$ cat src/rtl/hack_cpu_ws.sv
// Hack CPU with instruction/data wait states, retired-instruction counter and
// optional self-loop halt detection (enable with `define HACK_HALT_DETECT_EN).
module hack_cpu_ws #(
  parameter int ADDR_W = 15,
  parameter int CNT_W  = 16
) (
  input  logic              clk_cpu,
  input  logic              rst_n,
  input  logic [15:0]       instruction,
  input  logic              instr_valid,
  input  logic [15:0]       inM,
  input  logic              mem_ready,
  output logic [15:0]       outM,
  output logic              writeM,
  output logic [ADDR_W-1:0] addressM,
  output logic [ADDR_W-1:0] pc,
  output logic [CNT_W-1:0]  instret,
  output logic              halted
);

  // Handshake: instr_valid qualifies instruction for the current cycle; an
  // instruction touching data memory also needs mem_ready in the same cycle,
  // otherwise the CPU stalls with all requests (writeM, addressM) held steady.

  typedef enum logic {RUN, HALT} state_t;

  state_t      state;
  logic [15:0] a_reg;
  logic [15:0] d_reg;

  logic        is_c;
  logic        sel_m;
  logic [5:0]  ctl;
  logic        dst_a, dst_d, dst_m;
  logic [2:0]  jmp_bits;
  logic [15:0] alu_x, alu_y, alu_r;
  logic        alu_zr, alu_ng;
  logic        take_jump;
  logic        mem_access;
  logic        commit;
  logic        halt_hit;
  logic [ADDR_W-1:0] pc_next;

  assign is_c     = instruction[15];
  assign sel_m    = instruction[12];
  assign ctl      = instruction[11:6];
  assign dst_a    = instruction[5];
  assign dst_d    = instruction[4];
  assign dst_m    = instruction[3];
  assign jmp_bits = instruction[2:0];

  // Hack ALU: ctl = {zx, nx, zy, ny, f, no}
  always_comb begin
    alu_x = d_reg;
    alu_y = sel_m ? inM : a_reg;
    if (ctl[5]) alu_x = '0;
    if (ctl[4]) alu_x = ~alu_x;
    if (ctl[3]) alu_y = '0;
    if (ctl[2]) alu_y = ~alu_y;
    alu_r = ctl[1] ? (alu_x + alu_y) : (alu_x & alu_y);
    if (ctl[0]) alu_r = ~alu_r;
  end

  assign alu_zr = (alu_r == 16'h0000);
  assign alu_ng = alu_r[15];
  assign outM   = alu_r;

  assign take_jump = is_c & ((jmp_bits[2] & alu_ng) |
                             (jmp_bits[1] & alu_zr) |
                             (jmp_bits[0] & ~alu_ng & ~alu_zr));

  assign mem_access = is_c & (sel_m | dst_m);
  assign commit     = instr_valid & (state == RUN) & (~mem_access | mem_ready);
  assign writeM     = rst_n & instr_valid & is_c & dst_m & (state == RUN);
  assign addressM   = a_reg[ADDR_W-1:0];

  // Jump target is the A value before this instruction writes A.
  assign pc_next = take_jump ? a_reg[ADDR_W-1:0] : pc + ADDR_W'(1);

`ifdef HACK_HALT_DETECT_EN
  assign halt_hit = is_c & (jmp_bits == 3'b111) & (a_reg[ADDR_W-1:0] == pc);
`else
  assign halt_hit = 1'b0;
  assign halted   = 1'b0;
`endif

  always_ff @(posedge clk_cpu or negedge rst_n) begin
    if (!rst_n) begin
      state   <= RUN;
      a_reg   <= '0;
      d_reg   <= '0;
      pc      <= '0;
      instret <= '0;
`ifdef HACK_HALT_DETECT_EN
      halted  <= 1'b0;
`endif
    end else if (commit) begin
      if (!is_c) begin
        a_reg <= {1'b0, instruction[14:0]};
      end else begin
        if (dst_a) a_reg <= alu_r;
        if (dst_d) d_reg <= alu_r;
      end
      pc <= pc_next;
      if (instret != '1) instret <= instret + CNT_W'(1);
      if (halt_hit) begin
        state <= HALT;
`ifdef HACK_HALT_DETECT_EN
        halted <= 1'b1;
`endif
      end
    end
  end

endmodule
$ cat config.mk
export PLATFORM = sky130hd
export DESIGN_NAME = hack_cpu_ws
export DESIGN_NICKNAME = d
export VERILOG_FILES = /design/src/rtl/hack_cpu_ws.sv
export SDC_FILE = /design/constraint.sdc
export NUM_CORES = 1
export LEC_CHECK = 0
export ABC_AREA = 1
export CAP_MARGIN = 20
export CELL_PAD_IN_SITES_DETAIL_PLACEMENT = 0
export CELL_PAD_IN_SITES_GLOBAL_PLACEMENT = 1
export CORE_MARGIN = 10
export CORE_UTILIZATION = 38
export CTS_CLUSTER_SIZE = 40
export DETAILED_ROUTE_END_ITERATION = 7
export PLACE_DENSITY = 0.92
export SYNTH_ARGS = -nofsm -noshare
export SYNTH_HDL_FRONTEND = slang
export SYNTH_SLANG_ARGS = --single-unit
export TNS_END_PERCENT = 50
$ cat constraint.sdc
create_clock -name clk_cpu -period 3.6 [get_ports clk_cpu]
set_input_delay 0.36 -clock clk_cpu [delete_from_list [all_inputs] [get_ports clk_cpu]]
set_output_delay 0.36 -clock clk_cpu [all_outputs]
set_load 0.005 [all_outputs]
==> impl_metrics.toml, run 1 <==
[clock_network]
cts_tree = "done"
clock_tree.htree_level_count = 3
cts-root-to-sink-buffers = 2
clockRootBuffer = "sky130_fd_sc_hd__clkbuf_16"
cts.sinks = 63
worst_setup_hold_path_clk_slew_ps = 60
clk_latency_ps = 340
cts_made_buffers = 9

[logic_synthesis]
postSynthAreaPerCell_sq_um = 6.83
postSynthNetCount = 887
syn-cell-area_sq_mm = 0.00568
synth-warning-count = 0
share_of_synthesized_area_occupied_by_flip_flops_and_latches_pct = 27.8
postSynthCellCount = 832
count_of_cell_types_in_the_netlist = 46
number_of_flip_flops_and_latches_in_the_synthesized_netlist = 63

[floorplanning]
die_h_microns = 142
floorplan.core_area_sq_mm = 0.0146
floorplan.die.width_microns = 142
pin_count = 100
fp.dieArea_sq_mm = 0.0202
std_cell_rows = 44
initial_utilization_pct = 38.9

[sta]
timing_worst_slew_pin_value_ps = 822
finalHoldViolCount = 0
layout_worst_path_cycle_share_pct = 96.3
setup-violations-final = 0
grt_setup_unrepaired = "yes"
finalHoldWorstSlack_ps = 248
post-route-min-period_ps = 3470
achievable-frequency_mhz = 288
relative_slew_margins_pct = 45.2
drv_slew = 0
fin_worst_skew_ps = 6.66

[route]
drt_pre_antenna_iters = 5
remaining_drc_errors = 0
detailroute.via_count = 5849
wl_per_cell_microns = 15.5
via_cell_ratio = 5.03
routed_wirelength_mm = 18.1
drtIter0Drc = 445
detail-route-antenna-nets = 0

[job]
maxCapViolCount = 0

[setup_path]
end_kind = "output pin"
timing.critical_path.arrival_ps = 3110
crit_path_start_kind = "input pin"
path_class = "input pin to output pin"
crit_path_max_fanout = 15
required_ps = 3240

[finish]
layout_cells_sized_above_1_pct = 21.5
layout.cells.most_common_list = "sky130_fd_sc_hd__nand2_1 (206), sky130_fd_sc_hd__inv_1 (110), sky130_fd_sc_hd__nand3_1 (89)"
nets = 1028
mostFrequentLayoutCell = "sky130_fd_sc_hd__nand2_1"
synthToLayoutAreaGrowth_pct = 38.3
filler_cell_count = 1373

[power]
netSwitchingFraction_pct = 39.1
vdd_ir_drop_max_mv = 0.293
power-per-cell-area_mw_per_mm2 = 561
power.clock.fraction_pct = 23.3
internal_power_mw = 2.68
finalPower_mw = 4.41
power_leakage_nw = 3.90
p_switching_mw = 1.73
comb_power_share_pct = 52.8
power.sequential.fraction_pct = 23.9

[placement]
gp_congestion = 0.853
detailed_place_hpwl_mm = 13.6
port-buffer-count = 98

[global_routing]
grt_first_pass_wirelength_mm = 29.3
grt_antenna_before_repair = 1
grt_start_max_net_pins = 64
grt-ovfl-total = 0
grt_usage_pct = 17.6
first_global_vias = 5839

[status]
status = "completed"

[hold_path]
hold_path_class = "input pin to async pin"
-- stage by stage --
stage	worst slack [ps]	util (%)	setup TNS, ps	cells	instance area (sq um)
3_3_place_gp	-325	48.8	-7550	1139	7120
3_5_place_dp	-394	48.8	-8940	1139	7120
2_1_floorplan	247	-	0	832	5680
4_1_cts	4.13	52.3	0	1158	7640
5_1_grt	-18.5	53.8	-34.0	1162	7850
6_report	133	53.9	0	1163	7860
-- metal layers --
metal / track usage, % / wire length, microns / vias up
met2: 28.2 / 8240 / 175
li1: - / - / 2917
met1: 23.0 / 8300 / 2731
met3: 4.94 / 1190 / 26
met4: 3.77 / 328 / 0
met5: 0 / 0 / -
-- cell type report --
cell class / count / area, sq um / area share (%)
Tap cell: 184 / 230 / 2.93
Multi-Input combinational cell: 603 / 3630 / 46.2
Timing Repair Buffer: 176 / 1620 / 20.6
Clock buffer: 9 / 225 / 2.87
Sequential cell: 63 / 1580 / 20.1
Antenna cell: 1 / 2.50 / 0.0319
Inverter: 120 / 455 / 5.80
Clock inverter: 7 / 120 / 1.53
-- power by group through the flow --
| stage | logic, mW | clock network (mW) | registers [mW] |
|---|---|---|---|
| 2_1_floorplan | 1.24 | 0 | 1.03 |
| 3_3_place_gp | 2.09 | 0 | 1.06 |
| 3_5_place_dp | 2.11 | 0 | 1.07 |
| 4_1_cts | 2.22 | 1.03 | 1.06 |
| 5_1_grt | 2.60 | 1.06 | 1.08 |
| 6_report | 2.33 | 1.03 | 1.06 |
-- kinds of logic after synthesis --
logic type               synth area share (%)
XOR/XNOR                                 9.25
AND/OR/NAND/NOR                          35.2
buffers and inverters                    14.0
flip-flops                               27.8
adder cells (fa/ha/maj)                  4.32
AO/OA/AOI/OAI                            9.41
other                                  0.0660
-- worst paths after layout --
check,start,to,slack [ps],depth (start not counted)
min,rst_n,a_reg[6],250,2
max in group asynchronous,rst_n,instret[14],2820,2
min reg2reg,d_reg[1],d_reg[1],470,2
max,instruction[11],outM[8],130,17
max reg2reg,a_reg[0],pc[13],280,23
min in group clk_cpu,d_reg[1],d_reg[1],470,2
-- critical path, cell delays in order --
cell and delay [ps]:
sky130_fd_sc_hd__clkdlybuf4s50_1 410, sky130_fd_sc_hd__inv_2 70, sky130_fd_sc_hd__buf_12 140, sky130_fd_sc_hd__nand2_1 70, sky130_fd_sc_hd__xor2_1 170, sky130_fd_sc_hd__ha_2 200, sky130_fd_sc_hd__fa_2 370, sky130_fd_sc_hd__nand2_4 100
sky130_fd_sc_hd__a21oi_4 70, sky130_fd_sc_hd__nand2_1 120, sky130_fd_sc_hd__nand2_1 80, sky130_fd_sc_hd__nand2_1 60, sky130_fd_sc_hd__nand3_1 70, sky130_fd_sc_hd__nand3_1 80, sky130_fd_sc_hd__nand2_1 120, sky130_fd_sc_hd__inv_2 100
sky130_fd_sc_hd__clkdlybuf4s50_1 510
-- cells in the mapped netlist, drive strengths merged --
cell	number	area (sq um)
inv	118	448
nand4	10	68.8
nand3b	3	35.0
clkinv	2	7.51
and2	4	27.5
dlygate4sd3	1	10.0
buf	27	231
nor4	1	21.3
nor3	8	51.3
xor2	52	455
clkbuf	18	87.6
nor2	36	145
dlymetal6s2s	1	12.5
or2	3	18.8
nand2	248	1000
o22ai	6	37.5
ha	18	225
nand3	110	628
o211ai	2	15.0
conb	1	3.75
xnor2	8	70.1
a21oi	34	189
fa	1	20.0
dfrtp	63	1580
a31o	1	8.76
o21ai	56	284
-- what timing repair did --
action                                 4_1_cts  5_1_grt
gates resized for setup                     45       41
buffers inserted                             3        2
cloned                                       0        2
setup endpoints to repair                   29       27
endpoints found under the hold margin        0        0
hold buffers                                 0        0
pin swaps                                   10       22
No activity file was read; power rests on OpenSTA's default activity.
==> inputs of run 2 (changes only) <==
--- a/config.mk
+++ b/config.mk
@@ -11,6 +11,7 @@
 export CELL_PAD_IN_SITES_GLOBAL_PLACEMENT = 1
 export CORE_MARGIN = 10
 export CORE_UTILIZATION = 38
+export CTS_CLUSTER_DIAMETER = 50
 export CTS_CLUSTER_SIZE = 40
 export DETAILED_ROUTE_END_ITERATION = 7
 export PLACE_DENSITY = 0.92
==> results of run 2 <==
Final layout, timing and power as in run 1 (identical DEF).
